## config.mk

```make
export PLATFORM = sky130hd
export DESIGN_NAME = instr_decode_flat
export DESIGN_NICKNAME = d
export VERILOG_FILES = /design/src/rtl/instr_decode_if.sv /design/src/rtl/instr_decode.sv /design/src/flat_wrapper.sv
export SDC_FILE = /design/constraint.sdc
export NUM_CORES = 1
export LEC_CHECK = 0
export BUFFER_PORTS_ARGS = -buffer_cell sky130_fd_sc_hd__buf_2
export CAP_MARGIN = 20
export CORE_MARGIN = 2
export CORE_UTILIZATION = 33
export DETAILED_ROUTE_END_ITERATION = 16
export PLACE_DENSITY = 0.89
export SYNTH_ARGS = -nofsm -noshare
export SYNTH_HDL_FRONTEND = slang
export SYNTH_SLANG_ARGS = --single-unit
```

## constraint.sdc

```tcl
create_clock -name clk -period 1.6 [get_ports clk]
set_clock_uncertainty 0.1 [all_clocks]
set_input_delay 0 -clock clk [delete_from_list [all_inputs] [get_ports clk]]
set_output_delay 0 -clock clk [all_outputs]
set_load 0.05 [all_outputs]
```

## src/rtl/instr_decode_if.sv

```systemverilog
// Decoder bus: the instruction word and stage-valid in, decoded control out.
// The slave side is the decoder itself; the master side is whoever feeds it
// (pipeline stage register or testbench).
interface instr_decode_if;
  logic [31:0] instr;
  logic        en;
  logic        RegWrite;
  logic        MemWrite;
  logic [1:0]  RegDst;
  logic [1:0]  WDSel;
  logic        ALUSrc;
  logic [2:0]  ALUOp;
  logic [1:0]  ExtOp;
  logic        Branch;
  logic [1:0]  Jump;
  logic [4:0]  WriteReg;
  logic [1:0]  Tuse_rs;
  logic [1:0]  Tuse_rt;
  logic [1:0]  Tnew;
  logic        illegal;
  logic        illegal_sticky;

  modport slave (
    input  instr, en,
    output RegWrite, MemWrite, RegDst, WDSel, ALUSrc, ALUOp, ExtOp, Branch,
           Jump, WriteReg, Tuse_rs, Tuse_rt, Tnew, illegal, illegal_sticky
  );

  modport master (
    output instr, en,
    input  RegWrite, MemWrite, RegDst, WDSel, ALUSrc, ALUOp, ExtOp, Branch,
           Jump, WriteReg, Tuse_rs, Tuse_rt, Tnew, illegal, illegal_sticky
  );
endinterface

```

## src/rtl/instr_decode.sv

```systemverilog
// MIPS-subset instruction decoder for the 5-stage pipeline.
// Purely combinational decode of instr into datapath controls and hazard
// timing, plus one registered sticky illegal-instruction flag.
// Optional macro DECODE_EXT_EN adds addiu, slt, lb and sb; without it those
// encodings decode as illegal.
module instr_decode (
  input  logic            clk,
  input  logic            reset,   // asynchronous, active-low
  instr_decode_if.slave   dif
);

  localparam logic [5:0] OP_RTYPE = 6'b000000;
  localparam logic [5:0] OP_J     = 6'b000010;
  localparam logic [5:0] OP_JAL   = 6'b000011;
  localparam logic [5:0] OP_BEQ   = 6'b000100;
  localparam logic [5:0] OP_ADDIU = 6'b001001;
  localparam logic [5:0] OP_ORI   = 6'b001101;
  localparam logic [5:0] OP_LUI   = 6'b001111;
  localparam logic [5:0] OP_LB    = 6'b100000;
  localparam logic [5:0] OP_LW    = 6'b100011;
  localparam logic [5:0] OP_SB    = 6'b101000;
  localparam logic [5:0] OP_SW    = 6'b101011;

  localparam logic [5:0] FN_JR    = 6'b001000;
  localparam logic [5:0] FN_ADDU  = 6'b100001;
  localparam logic [5:0] FN_SUBU  = 6'b100011;
  localparam logic [5:0] FN_SLT   = 6'b101010;

  logic [5:0] op;
  logic [4:0] rt;
  logic [4:0] rd;
  logic [5:0] funct;

  assign op    = dif.instr[31:26];
  assign rt    = dif.instr[20:16];
  assign rd    = dif.instr[15:11];
  assign funct = dif.instr[5:0];

  logic       reg_write;
  logic       mem_write;
  logic [1:0] reg_dst;
  logic [1:0] wd_sel;
  logic       alu_src;
  logic [2:0] alu_op;
  logic [1:0] ext_op;
  logic       branch;
  logic [1:0] jump;
  logic [1:0] tuse_rs;
  logic [1:0] tuse_rt;
  logic [1:0] tnew;
  logic       illegal;
  logic [4:0] write_reg;

  // Main decode: every output starts at its inactive value (Tuse=3 means the
  // operand is never read), then the recognised encoding switches on its set.
  always_comb begin
    reg_write = 1'b0;
    mem_write = 1'b0;
    reg_dst   = 2'd0;
    wd_sel    = 2'd0;
    alu_src   = 1'b0;
    alu_op    = 3'd0;
    ext_op    = 2'd0;
    branch    = 1'b0;
    jump      = 2'd0;
    tuse_rs   = 2'd3;
    tuse_rt   = 2'd3;
    tnew      = 2'd0;
    illegal   = 1'b0;
    unique case (op)
      OP_RTYPE: begin
        if (dif.instr != 32'h0) begin
          case (funct)
          `ifdef DECODE_EXT_EN
            FN_SLT: begin
              reg_write = 1'b1; reg_dst = 2'd1; alu_op = 3'd3;
              tuse_rs = 2'd1; tuse_rt = 2'd1; tnew = 2'd1;
            end
          `endif
            FN_ADDU: begin
              reg_write = 1'b1; reg_dst = 2'd1; alu_op = 3'd0;
              tuse_rs = 2'd1; tuse_rt = 2'd1; tnew = 2'd1;
            end
            FN_SUBU: begin
              reg_write = 1'b1; reg_dst = 2'd1; alu_op = 3'd1;
              tuse_rs = 2'd1; tuse_rt = 2'd1; tnew = 2'd1;
            end
            FN_JR: begin
              jump = 2'd2; tuse_rs = 2'd0;
            end
            default: illegal = 1'b1;
          endcase
        end
      end
      OP_ORI: begin
        reg_write = 1'b1; alu_src = 1'b1; alu_op = 3'd2; ext_op = 2'd0;
        tuse_rs = 2'd1; tnew = 2'd1;
      end
      OP_LUI: begin
        reg_write = 1'b1; alu_src = 1'b1; alu_op = 3'd4; ext_op = 2'd2;
        tnew = 2'd1;
      end
    `ifdef DECODE_EXT_EN
      OP_ADDIU: begin
        reg_write = 1'b1; alu_src = 1'b1; alu_op = 3'd0; ext_op = 2'd1;
        tuse_rs = 2'd1; tnew = 2'd1;
      end
      OP_LB, OP_LW: begin
        reg_write = 1'b1; wd_sel = 2'd1; alu_src = 1'b1; ext_op = 2'd1;
        tuse_rs = 2'd1; tnew = 2'd2;
      end
      OP_SB, OP_SW: begin
        mem_write = 1'b1; alu_src = 1'b1; ext_op = 2'd1;
        tuse_rs = 2'd1; tuse_rt = 2'd2;
      end
    `else
      OP_LW: begin
        reg_write = 1'b1; wd_sel = 2'd1; alu_src = 1'b1; ext_op = 2'd1;
        tuse_rs = 2'd1; tnew = 2'd2;
      end
      OP_SW: begin
        mem_write = 1'b1; alu_src = 1'b1; ext_op = 2'd1;
        tuse_rs = 2'd1; tuse_rt = 2'd2;
      end
    `endif
      OP_BEQ: begin
        branch = 1'b1; alu_op = 3'd1; ext_op = 2'd1;
        tuse_rs = 2'd0; tuse_rt = 2'd0;
      end
      OP_J: begin
        jump = 2'd1;
      end
      OP_JAL: begin
        // jal reads no GPR, so both Tuse stay "unused"
        jump = 2'd1; reg_write = 1'b1; reg_dst = 2'd2; wd_sel = 2'd2;
      end
      default: illegal = 1'b1;
    endcase
  end

  // Destination register resolution; 0 whenever nothing is written so the
  // hazard unit never matches a non-writing instruction.
  always_comb begin
    write_reg = 5'd0;
    if (reg_write) begin
      case (reg_dst)
        2'd0:    write_reg = rt;
        2'd1:    write_reg = rd;
        2'd2:    write_reg = 5'd31;
        default: write_reg = 5'd0;
      endcase
    end
  end

  logic illegal_sticky_q;
  logic illegal_sticky_d;

  // Sticky flag accumulates illegal instructions seen while the stage is valid.
  always_comb begin
    illegal_sticky_d = illegal_sticky_q | (dif.en & illegal);
  end

  // Flag register, cleared only by reset.
  always_ff @(posedge clk or negedge reset) begin
    if (!reset) illegal_sticky_q <= 1'b0;
    else        illegal_sticky_q <= illegal_sticky_d;
  end

  assign dif.RegWrite       = reg_write;
  assign dif.MemWrite       = mem_write;
  assign dif.RegDst         = reg_dst;
  assign dif.WDSel          = wd_sel;
  assign dif.ALUSrc         = alu_src;
  assign dif.ALUOp          = alu_op;
  assign dif.ExtOp          = ext_op;
  assign dif.Branch         = branch;
  assign dif.Jump           = jump;
  assign dif.WriteReg       = write_reg;
  assign dif.Tuse_rs        = tuse_rs;
  assign dif.Tuse_rt        = tuse_rt;
  assign dif.Tnew           = tnew;
  assign dif.illegal        = illegal;
  assign dif.illegal_sticky = illegal_sticky_q;

endmodule

```

## src/flat_wrapper.sv

```systemverilog
// flat-port wrapper written by rule: the top's interface ports become plain ports
module instr_decode_flat 
  (clk, reset, dif_instr, dif_en, dif_RegWrite, dif_MemWrite, dif_RegDst, dif_WDSel, dif_ALUSrc, dif_ALUOp, dif_ExtOp, dif_Branch, dif_Jump, dif_WriteReg, dif_Tuse_rs, dif_Tuse_rt, dif_Tnew, dif_illegal, dif_illegal_sticky);
  instr_decode_if dif_i ();
  input  logic clk;
  input  logic reset;
  input wire logic [$bits(dif_i.instr)-1:0] dif_instr;
  input wire logic [$bits(dif_i.en)-1:0] dif_en;
  output wire logic [$bits(dif_i.RegWrite)-1:0] dif_RegWrite;
  output wire logic [$bits(dif_i.MemWrite)-1:0] dif_MemWrite;
  output wire logic [$bits(dif_i.RegDst)-1:0] dif_RegDst;
  output wire logic [$bits(dif_i.WDSel)-1:0] dif_WDSel;
  output wire logic [$bits(dif_i.ALUSrc)-1:0] dif_ALUSrc;
  output wire logic [$bits(dif_i.ALUOp)-1:0] dif_ALUOp;
  output wire logic [$bits(dif_i.ExtOp)-1:0] dif_ExtOp;
  output wire logic [$bits(dif_i.Branch)-1:0] dif_Branch;
  output wire logic [$bits(dif_i.Jump)-1:0] dif_Jump;
  output wire logic [$bits(dif_i.WriteReg)-1:0] dif_WriteReg;
  output wire logic [$bits(dif_i.Tuse_rs)-1:0] dif_Tuse_rs;
  output wire logic [$bits(dif_i.Tuse_rt)-1:0] dif_Tuse_rt;
  output wire logic [$bits(dif_i.Tnew)-1:0] dif_Tnew;
  output wire logic [$bits(dif_i.illegal)-1:0] dif_illegal;
  output wire logic [$bits(dif_i.illegal_sticky)-1:0] dif_illegal_sticky;
  assign dif_i.instr = dif_instr;
  assign dif_i.en = dif_en;
  assign dif_RegWrite = dif_i.RegWrite;
  assign dif_MemWrite = dif_i.MemWrite;
  assign dif_RegDst = dif_i.RegDst;
  assign dif_WDSel = dif_i.WDSel;
  assign dif_ALUSrc = dif_i.ALUSrc;
  assign dif_ALUOp = dif_i.ALUOp;
  assign dif_ExtOp = dif_i.ExtOp;
  assign dif_Branch = dif_i.Branch;
  assign dif_Jump = dif_i.Jump;
  assign dif_WriteReg = dif_i.WriteReg;
  assign dif_Tuse_rs = dif_i.Tuse_rs;
  assign dif_Tuse_rt = dif_i.Tuse_rt;
  assign dif_Tnew = dif_i.Tnew;
  assign dif_illegal = dif_i.illegal;
  assign dif_illegal_sticky = dif_i.illegal_sticky;
  instr_decode u_core (.clk(clk), .reset(reset), .dif(dif_i));
endmodule
```

==> reports/summary.log, run 1 <==
qor: status.status finished clean
qor: timing.timing.max_slew.rel_slack 62.7%
qor: die.die_y 44.9 microns
qor: critical_path.worstSetupStartpointType input pin
qor: placement.hpwl 1840 microns
qor: yosys.largest_family_of_logic_cells_by_synthesized_area simple AND/OR/NAND/NOR gates
qor: flow_run.max-cap-violations 0
qor: final_layout.final_area 995 sq um
qor: final_layout.post_route_cells_drive_above_1_share 58.8%
qor: timing.worst_slack 76.8 ps
qor: yosys.synth_xor_xnor_area_share 0%
qor: critical_path.max_stage_delay 430 ps
qor: global_routing.first_global_vias 800
qor: drt.remaining_drc_errors 0
qor: drt.route.final.wire_length 2220 microns
qor: global_routing.grt_pass1_wl 3210 microns
qor: clock_network.path_clk_slew 0 ps
qor: drt.1st_pass_router_iterations 4
qor: placement.place_inst 163
qor: yosys.synth_register_bits 1
qor: critical_path.timing.critical_path.max_delay_family simple AND/OR/NAND/NOR gates
qor: drt.vias 883
qor: critical_path.end_kind primary output
qor: yosys.synthesis.area 553 sq um
qor: timing.setup_repair_after_global_routing_missed_its_margin true
qor: timing.finalHoldViolations 0
qor: placement.preCtsSetupSlack 30.6 ps
qor: final_layout.num-fill-cells 147
qor: critical_path.worstPathArrival 1420 ps
qor: die.num_io_pins 63
qor: critical_path.crit_path_start dif_instr[29]
qor: yosys.synth-simple-area-share 70.8%
qor: yosys.postSynthNetCount 116
qor: clock_network.clock_insertion_delay_worst_skew 0 ps
qor: power_and_ir_drop.power_density 220 nW/um^2
qor: yosys.synth_compound_area_share 13.8%
qor: critical_path.worst-path-buf-inv 2
qor: die.initial_core_util 35.9%
qor: final_layout.final_util 64.5%
qor: timing.drv_slew 0
qor: drt.avgViaCountPerCell 5.38
qor: timing.achievable-frequency 0.657 GHz
qor: timing.setup_violations 0
qor: placement.detailed_place.area 953 sq um
qor: final_layout.register_area 25.0 sq um
qor: die.fp.coreArea 1540 sq um
qor: critical_path.critPathRequiredTime 1500 ps
qor: timing.worst_hold_slack 186 ps
qor: worst_hold_path.min-delay-start dif_en
qor: drt.route.antenna.remaining_nets 0
qor: critical_path.worst_path_max_fanout 6
qor: yosys.synthesis.instances 81
qor: yosys.avgSynthCellArea 6.83 sq um
qor: final_layout.largest_reg_flops 1
qor: global_routing.gr-total-overflow 0
qor: yosys.yosys_warnings 0
qor: placement.portBuffers 62
qor: drt.detail_route.wl_per_cell 13.5 microns
qor: critical_path.cp_cell_sequence buf_2 -> or3_4 -> nor4b_4 -> nor3_1 -> nor3_4 -> buf_6
qor: final_layout.syn_to_final_growth 79.9%
qor: power_and_ir_drop.total_leakage_power 0.506 nW
qor: final_layout.antennaDiodeCount 0
qor: power_and_ir_drop.ir_drop_worst_vdd 0.148 mV
qor: critical_path.criticalPathCategory in -> out
qor: die.rows 14
qor: die.die-area 2020 sq um
qor: yosys.yosys.area_share.adder 0%
qor: global_routing.grtUsageTotal 20.6%
qor: yosys.sequential_area_share_after_synthesis 4.52%
qor: critical_path.cp_slowest_cell or3_4
qor: worst_hold_path.timing.hold.worst.class in -> reg
qor: critical_path.reg2reg_start u_core.dif.illegal_sticky
qor: timing.final.period_utilization 95.2%
qor: final_layout.multi_input_area 519 sq um
qor: yosys.synth_cell_type_count 33
qor: timing.worstMarginPinSlew 559 ps
qor: global_routing.grt_start_max_net_pins 9
qor: placement.gp_congestion 0.763
qor: final_layout.layoutNonFillerInstCount 164
qor: drt.drt-initial-drc-count 19
qor: yosys.yosys-mux-area-fraction 0%
qor: timing.post-route-min-period 1520 ps
qor: die.chip_width 44.9 microns
qor: final_layout.fin_nets 185
qor: global_routing.antenna_found_initial 0
report_power, final:
| group | internal [mW] | leakage [nW] | switching [mW] |
|---|---|---|---|
| registers | 0.0258 | 0.00875 | 0 |
| logic | 0.0739 | 0.497 | 0.119 |
| clock network | 0 | 0 | 0 |
cells by family after synthesis:
logic type,Yosys count
AND/OR/NAND/NOR,59
AO/OA/AOI/OAI,11
buffers and inverters,10
flip-flops,1
cell usage in the layout (no fill, tap or decap), types with 2 or more instances in the layout:
cell type,synthesis,final
inv_2,2,2
nor4_1,5,5
buf_4,1,7
nand2_1,2,2
inv_1,5,5
nand3_1,4,4
buf_6,1,5
nor3_4,1,6
a21oi_1,4,4
nor3_2,7,3
nand3b_1,2,2
nor2_1,15,15
nor3_1,12,11
buf_2,0,57
final timing paths:
check,slack (ps),endpoint,cells past startpoint
setup / recovery,80,dif_WriteReg[2],6
hold / removal,190,u_core.dif.illegal_sticky,3
setup reg to reg,770,u_core.dif.illegal_sticky,3
hold reg to reg,450,u_core.dif.illegal_sticky,3
max in group asynchronous,1090,u_core.dif.illegal_sticky,2
min in group asynchronous,220,u_core.dif.illegal_sticky,2
routing by layer:
layer | GRT usage [%] | share of wire (%)
met3 | 1.60 | 8.0
met5 | 0 | 0
met4 | 7.06 | 0.99
met2 | 39.4 | 52
met1 | 23.4 | 39
synth_stat cells:
master	n	area share [%]
buf_4	1	1.4
nor3_1	12	11
nor2_1	15	10
nor4_1	5	5.7
and3b_1	1	1.6
buf_6	1	2.0
nand4_4	1	3.8
nor4b_4	1	4.3
nand4_1	1	1.1
a21oi_1	4	3.6
buf_8	1	2.7
o32ai_1	1	1.6
inv_1	5	3.4
nand3b_1	2	2.7
and3_1	1	1.1
inv_2	2	1.4
and2_1	1	1.1
nor3_4	1	2.9
o311ai_1	1	1.6
o41a_1	1	2.0
or3_4	1	2.0
and2b_1	1	1.4
o31ai_1	1	1.4
nand2_1	2	1.4
nand2b_2	1	1.6
nor4b_1	1	1.6
nand3_1	4	3.6
a22oi_1	1	1.4
a21o_1	1	1.4
nor3_2	7	13
or2_1	1	1.1
dfrtp_1	1	4.5
o21ai_0	1	0.90
metrics by stage:
step / TNS [ps] / power, mW
after global routing: -20.0 / 0.230
after detailed placement: 0 / 0.211
final: 0 / 0.219
after CTS: 0 / 0.214
after global placement: 0 / 0.206
after floorplan: -2190 / 0.135
area by class of cell:
| class | count | share of cell area [%] |
|---|---|---|
| well taps | 16 | 2.01 |
| flip-flops and latches | 1 | 2.52 |
| inverters | 7 | 2.64 |
| repair buffers | 70 | 40.6 |
| multi-input cells | 70 | 52.2 |
what timing repair did:
item / 4_1_cts / 5_1_grt
hold endpoints to repair: 1 / 0
resized for setup: 0 / 15
hold buffers: 1 / 0
buffers inserted: 0 / 0
setup endpoints to repair: 0 / 5
worst reg2reg max path: cells and delay by family (launching register included):
kind | cells | cell delay, ps
compound gates | 2 | 190
flops | 1 | 350
buf+inv | 1 | 50
No activity file was read; power rests on OpenSTA's default activity.
==> inputs of run 2 (changes only) <==
--- a/config.mk
+++ b/config.mk
@@ -7,10 +7,12 @@
 export LEC_CHECK = 0
 export BUFFER_PORTS_ARGS = -buffer_cell sky130_fd_sc_hd__buf_2
 export CAP_MARGIN = 20
+export CELL_PAD_IN_SITES_DETAIL_PLACEMENT = 2
+export CELL_PAD_IN_SITES_GLOBAL_PLACEMENT = 2
 export CORE_MARGIN = 2
-export CORE_UTILIZATION = 33
+export CORE_UTILIZATION = 14
 export DETAILED_ROUTE_END_ITERATION = 16
-export PLACE_DENSITY = 0.89
+export PLACE_DENSITY = 0.87
 export SYNTH_ARGS = -nofsm -noshare
 export SYNTH_HDL_FRONTEND = slang
 export SYNTH_SLANG_ARGS = --single-unit
==> reports/summary.log, run 2 (synthesis gave the netlist of run 1 again) <==
qor: status.status finished clean
qor: die.rows 22 [+8]
qor: final_layout.syn_to_final_growth 94.8%
qor: timing.setup_violations 0 [unchanged]
qor: drt.remaining_drc_errors 0 [unchanged]
qor: die.num_io_pins 63 [unchanged]
qor: critical_path.criticalPathCategory in -> out
qor: die.chip_width 66.9 microns [+49%]
qor: critical_path.worst_path_max_fanout 8 [+2]
qor: drt.route.final.wire_length 2830 microns [+27%]
qor: flow_run.max-cap-violations 0 [unchanged]
qor: power_and_ir_drop.ir_drop_worst_vdd 0.0540 mV [-64%]
qor: clock_network.path_clk_slew 0 ps [unchanged]
qor: timing.worstMarginPinSlew 359 ps [-200 ps]
qor: critical_path.end_kind primary output
qor: die.fp.coreArea 3720 sq um [+140%]
qor: final_layout.final_area 1080 sq um [+8.3%]
qor: placement.detailed_place.area 1020 sq um [+6.6%]
qor: drt.avgViaCountPerCell 4.43 [-18%]
qor: drt.route.antenna.remaining_nets 0 [unchanged]
qor: global_routing.grtUsageTotal 12.2% [-8.4 points]
qor: critical_path.worstSetupStartpointType input pin
qor: placement.hpwl 2500 microns [+35%]
qor: power_and_ir_drop.power_density 211 nW/um^2 [-3.9%]
qor: drt.vias 885 [+0.23%]
qor: final_layout.final_cell_mix 57 x buf_2, 15 x nor2_1, 13 x buf_4, 10 x nor3_1, 6 x nor3_4
qor: worst_hold_path.timing.hold.worst.class in -> reg
qor: timing.drv_slew 0 [unchanged]
qor: final_layout.antennaDiodeCount 0 [unchanged]
qor: drt.1st_pass_router_iterations 4 [unchanged]
qor: die.initial_core_util 14.9% [-21 points]
qor: final_layout.post_route_cells_drive_above_1_share 62.5% [+3.7 points]
qor: timing.final.period_utilization 95.5% [+0.28 points]
qor: power_and_ir_drop.total_leakage_power 0.525 nW [+3.8%]
qor: final_layout.fin_nets 189 [+2.2%]
qor: timing.post-route-min-period 1530 ps [+4.43 ps]
qor: timing.achievable-frequency 0.655 GHz [-0.29%]
qor: drt.drt-initial-drc-count 21 [+2]
qor: final_layout.final_util 29.0% [-36 points]
qor: timing.timing.max_slew.rel_slack 75.9% [+13 points]
qor: critical_path.critPathRequiredTime 1500 ps [about the same]
qor: global_routing.antenna_found_initial 0 [unchanged]
qor: placement.gp_congestion 0.761 [-0.30%]
qor: critical_path.worstPathArrival 1430 ps [about the same]
qor: drt.detail_route.wl_per_cell 14.1 microns [+4.4%]
qor: placement.portBuffers 62 [unchanged]
qor: final_layout.largest_reg_flops 1 [unchanged]
qor: final_layout.commonest_non_fill_non_tap_cell_in_the_layout buf_2
qor: global_routing.first_global_vias 907 [+13%]
qor: global_routing.gr-total-overflow 0 [unchanged]
qor: die.die-area 4470 sq um [+120%]
qor: global_routing.grt_pass1_wl 4330 microns [+35%]
qor: timing.finalHoldViolations 0 [unchanged]
qor: global_routing.grt_start_max_net_pins 9 [unchanged]
qor: die.die_y 66.9 microns [+49%]
qor: clock_network.clock_insertion_delay_worst_skew 0 ps [unchanged]
-- run 2: cell types whose count changed in the layout (fill, tap and decap cells not counted), sizes merged --
cell,delta
buf,+4
-- run 2: cell type report --
cell class | instances | area (sq um)
Fill cell | 463 | 2640
Inverter | 7 | 26.3
Multi-Input combinational cell | 70 | 539
Sequential cell | 1 | 25.0
Tap cell | 48 | 60.1
Timing Repair Buffer | 74 | 427
-- run 2: worst max-delay path, stage by stage --
cell and delay [ps]:
buf_2 160, or3_4 420, nor4b_4 260, buf_4 180, nor3_1 70, nor3_4 110, buf_4 220
-- run 2: where the power goes --
group          internal (mW)  total (mW)  switching, mW
Combinational         0.0783       0.202          0.124
Sequential            0.0258      0.0258              0
Clock                      0           0              0
Total                  0.104       0.228          0.124
-- run 2: metrics by stage --
step           hold WS (ps)  setup TNS (ps)  setup WS, ps  instances  power [mW]
4_1_cts                 194               0          2.89        199       0.224
3_3_place_gp           -321               0          28.4        198       0.216
3_5_place_dp           -325           -23.9         -23.0        198       0.220
5_1_grt                 236          -0.557        -0.557        200       0.245
2_1_floorplan          -396           -2190          -377         81       0.135
6_report                192               0          72.4        200       0.228
-- run 2: repair_timing --
item | CTS | global route
hold buffers | 1 | 0
resized for setup | 2 | 13
endpoints found under the setup margin | 2 | 8
pin swaps | 0 | 1
hold endpoints to repair | 1 | 0
buffers inserted | 0 | 1
-- run 2: worst paths after layout --
check	startpoint	to	slack (ps)	cells past startpoint
setup / recovery	dif_instr[29]	dif_WriteReg[1]	70	7
hold / removal	dif_en	u_core.dif.illegal_sticky	190	3
setup reg to reg	u_core.dif.illegal_sticky	u_core.dif.illegal_sticky	760	3
hold reg to reg	u_core.dif.illegal_sticky	u_core.dif.illegal_sticky	470	3
max in group asynchronous	reset	u_core.dif.illegal_sticky	1090	2
min in group asynchronous	reset	u_core.dif.illegal_sticky	230	2
-- run 2: routing by layer --
layer / vias up / wire [microns] / global-route usage (%)
met4: 0 / 0 / 0
met5: - / 0 / 0
li1: 447 / - / -
met3: 0 / 141 / 0.676
met2: 25 / 1510 / 23.5
met1: 413 / 1180 / 15.7
==> inputs of run 3 (changes only) <==
--- a/config.mk
+++ b/config.mk
@@ -10,9 +10,10 @@
 export CELL_PAD_IN_SITES_DETAIL_PLACEMENT = 2
 export CELL_PAD_IN_SITES_GLOBAL_PLACEMENT = 2
 export CORE_MARGIN = 2
-export CORE_UTILIZATION = 14
+export CORE_UTILIZATION = 15
+export CTS_BUF_LIST = sky130_fd_sc_hd__clkbuf_8
 export DETAILED_ROUTE_END_ITERATION = 16
-export PLACE_DENSITY = 0.87
+export PLACE_DENSITY = 0.92
 export SYNTH_ARGS = -nofsm -noshare
 export SYNTH_HDL_FRONTEND = slang
 export SYNTH_SLANG_ARGS = --single-unit
==> reports/summary.log, run 3 (synthesis gave the netlist of run 1 again) <==
qor: status.status finished clean
qor: timing.drv_slew 0 [unchanged]
qor: placement.portBuffers 62 [unchanged]
qor: die.chip_width 64.7 microns [-3.2%]
qor: clock_network.path_clk_slew 0 ps [unchanged]
qor: flow_run.max-cap-violations 0 [unchanged]
qor: critical_path.worst_path_max_fanout 6 [-2]
qor: final_layout.final_cell_mix 62 x buf_2, 15 x nor2_1, 15 x buf_4, 11 x nor3_1, 6 x nor3_4
qor: critical_path.end_kind primary output
qor: placement.place_inst 203 [+2.5%]
qor: die.num_io_pins 63 [unchanged]
qor: final_layout.commonest_non_fill_non_tap_cell_in_the_layout buf_2
qor: critical_path.ff2ff_path_depth 3 [unchanged]
qor: timing.tns 0 ps [unchanged]
qor: critical_path.criticalPathCategory in -> out
qor: power_and_ir_drop.power.share.sequential 11.3% [about the same]
qor: critical_path.critPathRequiredTime 1500 ps [about the same]
qor: timing.timing.max_slew.rel_slack 73.0% [-2.9 points]
qor: die.die-area 4190 sq um [-6.3%]
qor: drt.1st_pass_router_iterations 2 [-2]
qor: placement.detailed_place.area 1050 sq um [+3.7%]
qor: final_layout.register_area 25.0 sq um [unchanged]
qor: global_routing.first_global_vias 1013 [+12%]
qor: worst_hold_path.min-delay-start dif_en
qor: timing.setup_violations 0 [unchanged]
qor: power_and_ir_drop.power.clock.fraction 0% [unchanged]
qor: global_routing.antenna_found_initial 0 [unchanged]
qor: critical_path.worstSetupStartpointType input pin
qor: final_layout.post_route_cells_drive_above_1_share 62.2% [-0.32 points]
qor: final_layout.syn_to_final_growth 93.7%
qor: worst_hold_path.timing.hold.worst.class in -> reg
qor: drt.remaining_drc_errors 0 [unchanged]
qor: clock_network.post-cts-setup-buffer-count 0 [unchanged]
qor: power_and_ir_drop.cell_internal_pwr 0.104 mW [+0.36%]
qor: final_layout.antennaDiodeCount 0 [unchanged]
qor: clock_network.clock_insertion_delay_worst_skew 0 ps [unchanged]
qor: global_routing.grt_start_max_net_pins 9 [unchanged]
qor: final_layout.multi_input_area 527 sq um [-2.3%]
qor: power_and_ir_drop.netSwitchingFraction 54.1% [-0.17 points]
qor: global_routing.grt_pass1_wl 4650 microns [+7.5%]
qor: critical_path.ff2ff_setup_slack 740 ps [-20 ps]
qor: critical_path.worstPathArrival 1400 ps [-30 ps]
qor: final_layout.fin_nets 193 [+2.1%]
qor: die.initial_core_util 15.3% [+0.45 points]
qor: die.fp.coreArea 3610 sq um [-3.0%]
qor: die.die_y 64.7 microns [-3.2%]
qor: drt.route.antenna.remaining_nets 0 [unchanged]
qor: final_layout.final_area 1070 sq um [-0.58%]
qor: final_layout.largest_reg_flops 1 [unchanged]
qor: timing.finalHoldViolations 0 [unchanged]
qor: placement.gp_congestion 0.691 [-9.2%]
qor: power_and_ir_drop.p_switching 0.123 mW [-0.33%]
qor: drt.route.final.wire_length 2770 microns [-1.9%]
qor: timing.worstMarginPinSlew 403 ps [+43.2 ps]
qor: global_routing.grtUsageTotal 13.5% [+1.3 points]
qor: worst_hold_path.hold-path-endpoint u_core.dif.illegal_sticky
qor: drt.detail_route.wl_per_cell 13.6 microns [-3.8%]
qor: power_and_ir_drop.ir_drop_worst_vdd 0.0622 mV [+15%]
qor: critical_path.crit-reg2reg-capture u_core.dif.illegal_sticky
qor: placement.hpwl 2510 microns [+0.52%]
qor: power_and_ir_drop.total_leakage_power 0.542 nW [+3.2%]
qor: worst_hold_path.hold-path-cell-count 3 [unchanged]
qor: global_routing.gr-total-overflow 0 [unchanged]
qor: die.rows 22 [unchanged]
qor: timing.setup_repair_after_global_routing_missed_its_margin false
qor: power_and_ir_drop.power_density 213 nW/um^2 [+0.57%]
qor: timing.final.period_utilization 93.8% [-1.7 points]
qor: drt.avgViaCountPerCell 4.41 [-0.30%]
qor: timing.achievable-frequency 0.666 GHz [+1.8%]
qor: drt.vias 900 [+1.7%]
qor: drt.drt-initial-drc-count 8 [-62%]
qor: timing.post-route-min-period 1500 ps [-26.5 ps]
qor: power_and_ir_drop.total_power 0.228 mW [about the same]
qor: power_and_ir_drop.combinationalPowerShare 88.7% [about the same]
qor: critical_path.reg2reg_start u_core.dif.illegal_sticky
qor: final_layout.layoutNonFillerInstCount 204 [+2.0%]
qor: final_layout.num-fill-cells 456 [-1.5%]
==> run 3: cell types whose count changed in the layout (fill, tap and decap cells not counted), sizes merged <==
| cell | previous run | this run |
|---|---|---|
| buf | 73 | 77 |
==> run 3: worst max-delay path by stage <==
stage                     slack, ps          start         endpoint  cells past startpoint
after global routing            0.8  dif_instr[29]  dif_WriteReg[0]                      8
after global placement           60  dif_instr[31]  dif_WriteReg[4]                      6
after CTS                        10  dif_instr[31]  dif_WriteReg[2]                      6
final                           100  dif_instr[29]  dif_WriteReg[2]                      7
after detailed placement         30  dif_instr[30]  dif_WriteReg[2]                      6
after floorplan                -380  dif_instr[29]  dif_WriteReg[0]                      5
==> run 3: repair_timing <==
item / in CTS / in global routing
hold endpoints to repair: 1 / 0
resized for setup: 0 / 2
hold buffers: 1 / 0
endpoints found under the setup margin: 0 / 6
==> run 3: layer usage <==
| layer | wire, microns | global-route usage, % | vias to the layer above |
|---|---|---|---|
| met5 | 0 | 0 | - |
| met3 | 116 | 0.694 | 0 |
| met1 | 1220 | 16.4 | 409 |
| li1 | - | - | 458 |
| met4 | 0 | 0 | 0 |
| met2 | 1440 | 27.3 | 33 |
==> run 3: power groups by stage <==
| stage | combinational (mW) | clock (mW) | sequential (mW) |
|---|---|---|---|
| CTS | 0.203 | 0 | 0.0258 |
| detailed placement | 0.201 | 0 | 0.0258 |
| floorplan | 0.109 | 0 | 0.0258 |
| finish | 0.202 | 0 | 0.0258 |
| global route | 0.220 | 0 | 0.0258 |
| global placement | 0.195 | 0 | 0.0258 |
==> run 3: layout make-up <==
| class | instances | area share, % |
|---|---|---|
| multi-input cells | 70 | 49.2 |
| repair buffers | 78 | 40.4 |
| well taps | 48 | 5.61 |
| inverters | 7 | 2.45 |
| flip-flops and latches | 1 | 2.34 |
==> run 3: critical path: stages <==
cell	delay, ps
buf_2	140
or3_4	410
nor4b_4	220
buf_4	170
nor3_1	70
nor3_4	110
buf_2	280
==> run 3: through the flow <==
step / utilization (%) / setup WS, ps / hold WS (ps)
floorplan: - / -377 / -396
CTS: 29.5 / 14.4 / 191
detailed placement: 29.2 / 28.4 / -319
finish: 29.7 / 98.9 / 198
global route: 29.7 / 0.802 / 221
global placement: 29.2 / 62.6 / -325
